<file path="src/rtl/fft_pkg.sv">
// Constants and types shared by the FFT lane-mixing, butterfly and address blocks.
package fft_pkg;

  localparam int DEF_BIT   = 17;
  localparam int DEF_LANES = 4;

  typedef enum logic [1:0] {
    SKID_EMPTY = 2'd0,
    SKID_ONE   = 2'd1,
    SKID_TWO   = 2'd2
  } skid_state_t;

  function automatic int sel_width(input int lanes);
    return $clog2(lanes);
  endfunction

endpackage

</file>
<file path="src/rtl/fft_skid_buf.sv">
// Two-entry skid buffer: an output register plus one skid slot, with a registered ready.
module fft_skid_buf
  import fft_pkg::*;
#(
  parameter int W = 2 * DEF_LANES * DEF_BIT
) (
  input  logic         clk,
  input  logic         rst_n,
  input  logic         in_valid,
  output logic         in_ready,
  input  logic [W-1:0] in_data,
  output logic         out_valid,
  input  logic         out_ready,
  output logic [W-1:0] out_data
);

  skid_state_t  state;
  logic [W-1:0] skid_data;
  logic         accept;
  logic         drain;

  assign accept = in_valid && in_ready;
  assign drain  = out_valid && out_ready;

  // in_ready and out_valid track (state != TWO) and (state != EMPTY) as registers
  always_ff @(posedge clk or negedge rst_n) begin
    if (!rst_n) begin
      state     <= SKID_EMPTY;
      in_ready  <= 1'b1;
      out_valid <= 1'b0;
      out_data  <= '0;
      skid_data <= '0;
    end else begin
      case (state)
        SKID_EMPTY: begin
          if (accept) begin
            out_data  <= in_data;
            out_valid <= 1'b1;
            state     <= SKID_ONE;
          end
        end
        SKID_ONE: begin
          if (accept && drain) begin
            out_data <= in_data;
          end else if (accept) begin
            skid_data <= in_data;
            in_ready  <= 1'b0;
            state     <= SKID_TWO;
          end else if (drain) begin
            out_valid <= 1'b0;
            state     <= SKID_EMPTY;
          end
        end
        SKID_TWO: begin
          if (drain) begin
            out_data <= skid_data;
            in_ready <= 1'b1;
            state    <= SKID_ONE;
          end
        end
        default: begin
          state     <= SKID_EMPTY;
          in_ready  <= 1'b1;
          out_valid <= 1'b0;
        end
      endcase
    end
  end

endmodule

</file>
<file path="src/rtl/fft_rot_mix.sv">
// Lane rotation mixer: rotates packed complex lanes by an external or auto-incrementing
// amount, then buffers the result behind a two-entry skid buffer.
module fft_rot_mix
  import fft_pkg::*;
#(
  parameter int  BIT   = DEF_BIT,
  parameter int  LANES = DEF_LANES,
  localparam int SW    = sel_width(LANES)
) (
  input  logic                 iCLK,
  input  logic                 iRESET,
  input  logic                 iVALID,
  output logic                 oREADY,
  input  logic [LANES*BIT-1:0] iX_RE,
  input  logic [LANES*BIT-1:0] iX_IM,
  input  logic [SW-1:0]        iSEL,
  input  logic                 iDIR,
  input  logic                 iAUTO,
  input  logic                 iSTART,
  output logic                 oVALID,
  input  logic                 iREADY,
  output logic [LANES*BIT-1:0] oY_RE,
  output logic [LANES*BIT-1:0] oY_IM
);

  localparam int PW = 2 * LANES * BIT;

  logic          accept;
  logic [SW-1:0] cnt;
  logic [SW-1:0] rot;
  logic [PW-1:0] payload;
  logic [PW-1:0] out_payload;

  // SW-bit index arithmetic gives the mod-LANES wrap for free
  function automatic logic [LANES*BIT-1:0] rotate(input logic [LANES*BIT-1:0] x,
                                                  input logic [SW-1:0]        r,
                                                  input logic                 dir);
    logic [LANES*BIT-1:0] y;
    logic [SW-1:0]        src;
    y = '0;
    for (int k = 0; k < LANES; k++) begin
      if (dir) begin
        src = SW'(k) - r;
      end else begin
        src = SW'(k) + r;
      end
      y[k*BIT +: BIT] = x[src*BIT +: BIT];
    end
    return y;
  endfunction

  assign accept = iVALID && oREADY;

  // Effective rotation; a start beat always uses rotation 0 in auto mode
  always_comb begin
    if (!iAUTO) begin
      rot = iSEL;
    end else if (iSTART) begin
      rot = '0;
    end else begin
      rot = cnt;
    end
  end

  // Rotation counter advances only on accepted beats
  always_ff @(posedge iCLK or negedge iRESET) begin
    if (!iRESET) begin
      cnt <= '0;
    end else if (accept) begin
      if (iSTART) begin
        cnt <= SW'(1);
      end else begin
        cnt <= cnt + SW'(1);
      end
    end
  end

  assign payload = {rotate(iX_RE, rot, iDIR), rotate(iX_IM, rot, iDIR)};

  fft_skid_buf #(
    .W(PW)
  ) u_skid (
    .clk      (iCLK),
    .rst_n    (iRESET),
    .in_valid (iVALID),
    .in_ready (oREADY),
    .in_data  (payload),
    .out_valid(oVALID),
    .out_ready(iREADY),
    .out_data (out_payload)
  );

  assign oY_RE = out_payload[PW-1 -: LANES*BIT];
  assign oY_IM = out_payload[LANES*BIT-1:0];

endmodule
</file>
<file path="config.mk">
export PLATFORM = sky130hd
export DESIGN_NAME = fft_rot_mix
export DESIGN_NICKNAME = d
export VERILOG_FILES = /design/src/rtl/fft_pkg.sv /design/src/rtl/fft_skid_buf.sv /design/src/rtl/fft_rot_mix.sv
export SDC_FILE = /design/constraint.sdc
export NUM_CORES = 1
export LEC_CHECK = 0
export ABC_AREA = 0
export CAP_MARGIN = 20
export CORE_MARGIN = 1.5
export CORE_UTILIZATION = 50
export DETAILED_ROUTE_END_ITERATION = 6
export PLACE_DENSITY = 0.79
export SETUP_SLACK_MARGIN = 0.05
export SLEW_MARGIN = 5
export SYNTH_ARGS = -nofsm -noshare
export SYNTH_HDL_FRONTEND = slang
export SYNTH_SLANG_ARGS = --single-unit
</file>
<file path="constraint.sdc">
create_clock -name iCLK -period 2.7 [get_ports iCLK]
set_input_delay 0.27 -clock iCLK [delete_from_list [all_inputs] [get_ports iCLK]]
set_output_delay 0.27 -clock iCLK [all_outputs]
set_load 0.01 [all_outputs]
</file>
==> flow_summary.toml, run 1 <==
[cts]
cts_tree = "built"
clk_pin_slew_ps = 60
h-tree-depth = 1
numClockSinks = 278
cts_buffers = 31
clockRootBuffer = "clkbuf_16"
clock_path_buffers = 3
clk_latency_ps = 580

[power_and_ir_drop]
leakage_uw = 0.00951
peakVddDrop_mv = 0.511
pwr_density_cell_nw_per_um2 = 488

[hold_path]
hp-class = "in -> async"

[finish]
stdcell_count = 2837
area_delta_synth_final_pct = 28.5
drive_gt1_share_pct = 7.02
nets = 2518
n_fill_cell = 2703

[synth]
yosys.area_share.simple_pct = 26.7
syn_area_um2 = 16300
async_flop_share_pct = 100
synth_compound_gate_area_share_pct = 23.9
synth_adder_area_share_pct = 0
synthDistinctLibCells = 53
yosysMostFrequentCell = "nand2_1"
synth_fp_nets = 2311
synth_top_cell_area_share_pct = 42.5
synthTopCellsByArea = "dfrtp_1 (42%), nand2_1 (13%), a21oi_1 (6.3%)"
ys_seq_area_share_pct = 42.6
synthFlopType = "dfrtp_1"
synthTopCellsByCount = "nand2_1 (556), dfrtp_1 (277), nor2_1 (214)"
yosysTopAreaCell = "dfrtp_1"
syn_area_per_cell_um2 = 7.53
synth_mux_area_share_pct = 1.33
syn_inst = 2166
synth_top_family_by_area = "simple AND/OR/NAND/NOR gates"
synth_xor_xnor_area_share_pct = 0
synth_edf_count = 0
ys.warnings.count = 0
synth-seq-cells = 278

[sta]
fin_crit_ps = 2300
hold_viol = 0
fin_setup_tns_ps = 0
setup_viol = 0
max-slew-margin-rel_pct = 38.0
rsz0062_at_grt = "false"
skew_ps = 15.1
final.period_utilization_pct = 85.4
slew_violations = 0
fmax_mhz = 434
worstMarginPinSlew_ps = 930

[worst_setup_path]
crit_chain = "and3b_1 -> nor2_4 -> buf_12 -> nor2_1 -> o21ai_0 -> buf_4 -> nand3_1 -> a21oi_1"
r2r_cells = 8
crit_slowest_cell = "o21ai_0"
max_stage_delay_ps = 460
cp_max_fo = 26
crit_path_end_kind = "flip-flop"
worst_ep_arrival_time_ps = 2810
crit_path_start_kind = "flip-flop"
critical_path_required_ps = 3200
criticalPathCategory = "reg -> reg"

[route]
via_per_inst = 6.32
first_pass_iters = 6
ant_nets = 0
drc = 0
vias = 17900
wirelength_um = 64300
drtIter0Drc = 2420
drt-wirelength-per-cell_um = 22.7

[floorplan]
start_util_pct = 51.2
die_y_um = 184
core_region_area_um2 = 31900
die_w_um = 184
boundaryPins = 283
row_count = 65
die_area_um2 = 33700

[global_routing]
grt_pass1_wl_um = 98600
grt_max_degree = 80
antenna_found_initial = 12
grt_usage_pct = 37.7
globalRouteOverflowTotal = 0
grt_pass1_vias = 17000

[run_status]
status = "finished, final reports clean"

[place]
place_hpwl_um = 43100
place_congestion = 0.996
dp_cells = 2774
portBuffers = 282

[job]
drv_cap = 0
==> cell usage in the layout (no fill, tap or decap), types with 59 or more instances in the layout <==
cell type and instances:
a21oi_1 207, nor2_1 212, dfrtp_1 277, nand3_1 167, o31ai_1 65, o21ai_0 59, clkdlybuf4s50_1 280, o21ai_1 111
nand2_1 554, o22ai_1 77
==> power breakdown <==
group          switching (uW)  internal, uW  total [uW]
logic                    1030           602        1630
registers                   0          4170        4170
clock network            1770          2660        4430
total                    2800          7430       10200
==> logic make-up after synthesis <==
| logic type | count (synthesis) |
|---|---|
| buf+inv | 194 |
| mux | 21 |
| simple gates | 1036 |
| flops | 278 |
| compound gates | 637 |
==> cell type report <==
type / count / area, um2 / share of cell area (%)
sequential: 278 / 6960 / 33.2
tap: 435 / 544 / 2.60
multi-input combinational: 1694 / 8530 / 40.7
clock inverter: 10 / 161 / 0.770
inverter: 1 / 3.75 / 0.0179
clock buffer: 43 / 891 / 4.25
timing repair buffer: 367 / 3860 / 18.4
antenna: 9 / 22.5 / 0.107
==> layer usage <==
metal | GRT usage (%) | up-vias | part of all wire, %
li1 | - | 8040 | -
met1 | 53.6 | 8506 | 40
met2 | 53.5 | 1186 | 42
met3 | 10.2 | 203 | 13
met4 | 16.7 | 4 | 4.3
met5 | 0 | - | 0.031
==> worst paths after layout <==
path / from / to / slack, ps
hold reg to reg: u_skid.skid_data[129] / u_skid.skid_data[129] / 470
hold / removal: iRESET / u_skid.skid_data[114] / 230
min in group iCLK: iVALID / u_skid.in_ready / 460
setup / recovery: cnt[1] / u_skid.out_data[40] / 400
max in group asynchronous: iRESET / u_skid.out_data[25] / 1640
setup reg to reg: cnt[1] / u_skid.out_data[40] / 400
==> sequential cells by signal (all words and copies together), names as in the netlist <==
name              cells
u_skid.out_data     136
u_skid.skid_data    136
cnt                   2
u_skid.state          2
u_skid.in_ready       1
u_skid.out_valid      1
==> per-stage QoR <==
stage / total power (uW) / hold WS, ps / setup slack (ps) / cell area (um2) / utilization (%)
after floorplan: 5060 / -25.6 / 680 / 16300 / -
after global placement: 5790 / 223 / 54.2 / 19900 / 62.4
after detailed placement: 5820 / 231 / 3.80 / 19900 / 62.4
after CTS: 10200 / 241 / 455 / 20900 / 65.7
after global routing: 10500 / 280 / 285 / 21000 / 65.8
final: 10200 / 232 / 395 / 21000 / 65.8
==> timing repair <==
item / in CTS / in global routing
setup endpoints to repair: 0 / 0
gates resized for setup: 0 / 0
setup buffers: 0 / 0
endpoints found under the hold margin: 51 / 0
hold buffers: 1 / 0
==> worst max-delay path, delay by kind of cell, from the launching register on <==
kind	cells	cell delay [ps]
and+or+nand+nor	4	720
AOI/OAI and AO/OA	2	610
DFF	1	440
buffers and inverters	2	440
(Power assumes the default switching activity.)
==> inputs of run 2 (changes only) <==
--- a/config.mk
+++ b/config.mk
@@ -6,10 +6,13 @@
 export NUM_CORES = 1
 export LEC_CHECK = 0
 export ABC_AREA = 0
+export ABC_CLOCK_PERIOD_IN_PS = 2700
 export CAP_MARGIN = 20
 export CORE_MARGIN = 1.5
 export CORE_UTILIZATION = 50
+export CTS_BUF_LIST = sky130_fd_sc_hd__clkbuf_4 sky130_fd_sc_hd__clkbuf_8
 export DETAILED_ROUTE_END_ITERATION = 6
+export HOLD_SLACK_MARGIN = 0.02
 export PLACE_DENSITY = 0.79
 export SETUP_SLACK_MARGIN = 0.05
 export SLEW_MARGIN = 5
==> flow_summary.toml, run 2 (synthesized netlist as in run 1, its figures left out) <==
[power_and_ir_drop]
p_clk_share_pct = 41.1
p_int_uw = 6990
combPwrFrac_pct = 16.6
total_power_uw = 9850
swShare_pct = 29.1
p_sw_uw = 2860
seq_power_share_pct = 42.3
pwr_density_cell_nw_per_um2 = 471
peakVddDrop_mv = 0.301
leakage_uw = 0.00954

[route]
ant_nets = 0
vias = 18100
wirelength_um = 64300
via_per_inst = 6.31
first_pass_iters = 7
drt-wirelength-per-cell_um = 22.4
drtIter0Drc = 2568
drc = 2

[run_status]
status = "complete, but fails checks"
violations = "design-rule violations"

[worst_setup_path]
regToRegSetupSlack_ps = 310
criticalPathCategory = "reg -> reg"
timing.rr.end = "u_skid.out_data[40]"
crit_path_start_kind = "flip-flop"
crit_family = "simple AND/OR/NAND/NOR gates"
r2r_cells = 8
r2r-start = "cnt[1]"
crit_chain = "and3b_1 -> nor2_4 -> buf_12 -> nor2_1 -> o21ai_0 -> buf_4 -> nand3_1 -> a21oi_1"
path_depth = 8
critical_path_required_ps = 3220
crit_path_end_kind = "flip-flop"
max_stage_delay_ps = 540
cp_num_buf_inv = 2
cp_max_fo = 26
worst_ep_arrival_time_ps = 2910
crit_slowest_cell = "o21ai_0"

[floorplan]
core_region_area_um2 = 31900
die_w_um = 184
die_y_um = 184
die_area_um2 = 33700
row_count = 65
start_util_pct = 51.2
boundaryPins = 283

[global_routing]
grt_pass1_vias = 17000
globalRouteOverflowTotal = 0
grt_usage_pct = 37.7
grt_pass1_wl_um = 98600
grt_max_degree = 80
antenna_found_initial = 12

[finish]
nets = 2536
multi_input_area_um2 = 8530
seqCellArea_um2 = 6960
layout_common_cells = "nand2_1 (554), clkdlybuf4s50_1 (280), dfrtp_1 (277)"
drive_gt1_share_pct = 8.42
final_common_cell = "nand2_1"
stdcell_count = 2869
n_fill_cell = 2725
top_regs = "u_skid.out_data: 136 flops, u_skid.skid_data: 136 flops"
area_delta_synth_final_pct = 28.2

[place]
place_congestion = 0.996
dp_cells = 2774
portBuffers = 282
place_hpwl_um = 43100
pre_cts_slack_ps = 3.80

[sta]
fmax_mhz = 418
fin_crit_ps = 2390
fin_setup_tns_ps = 0
final.period_utilization_pct = 88.7
max-slew-margin-rel_pct = 36.6
finalWorstSetupSlack_ps = 306
hold_viol = 0
worstMarginPinSlew_ps = 951
slew_violations = 0
setup_viol = 0
rsz0062_at_grt = "false"
skew_ps = 20.9

[cts]
cts_resized = 0
clock_path_buffers = 3
clockRootBuffer = "clkbuf_8"
h-tree-depth = 2
numClockSinks = 278
clk_pin_slew_ps = 60
cts_tree = "built"
cts_buffers = 49
cts_setup_buffers = 0
clk_latency_ps = 590

[job]
drv_cap = 0

[hold_path]
hp-class = "in -> async"
## run 2: cell count changes in the layout (fill, tap and decap cells not counted)
cell        change
bufinv_16       -4
clkbuf_1        -5
clkbuf_16      -31
clkbuf_4       +12
clkbuf_8       +55
clkinv_2        +6
clkinvlp_4      -1
diode_2         +1
inv_6           -1
## run 2: cell type report
class / count / share of cell area [%]
Clock inverter: 10 / 0.263
Inverter: 1 / 0.0179
Sequential cell: 278 / 33.3
Timing Repair Buffer: 367 / 18.5
Multi-Input combinational cell: 1694 / 40.8
Tap cell: 435 / 2.60
Antenna cell: 10 / 0.120
Clock buffer: 74 / 4.51
## run 2: stage by stage
| step | hold slack (ps) | util [%] | cell area, um2 |
|---|---|---|---|
| after floorplan | -25.6 | - | 16300 |
| after global placement | 223 | 62.4 | 19900 |
| after detailed placement | 231 | 62.4 | 19900 |
| after CTS | 229 | 65.5 | 20900 |
| after global routing | 257 | 65.6 | 20900 |
| final | 218 | 65.6 | 20900 |
## run 2: worst max-delay path by stage
stage                          start                   end
floorplan           u_skid.out_valid  u_skid.skid_data[88]
global placement              iSTART   u_skid.out_data[40]
detailed placement             iAUTO  u_skid.skid_data[18]
CTS                           cnt[1]   u_skid.out_data[40]
global route                  cnt[1]   u_skid.out_data[40]
finish                        cnt[1]   u_skid.out_data[40]
## run 2: timing repair
action,CTS,global route
endpoints found under the hold margin,51,0
setup endpoints to repair,0,0
hold buffers,1,0
## run 2: metal layers
| layer | track usage, % | wire [um] | up-vias |
|---|---|---|---|
| li1 | - | - | 8078 |
| met1 | 54.9 | 26500 | 8621 |
| met2 | 53.4 | 27300 | 1212 |
| met3 | 8.76 | 7970 | 192 |
| met4 | 16.4 | 2530 | 0 |
| met5 | 0 | 0 | - |
## run 2: power by group through the flow
stage	registers (uW)	logic (uW)	clock network, uW
after floorplan	4240	821	0
after global placement	4240	1550	0
after detailed placement	4240	1580	0
after CTS	4170	1590	4080
after global routing	4160	1750	4260
final	4170	1630	4050
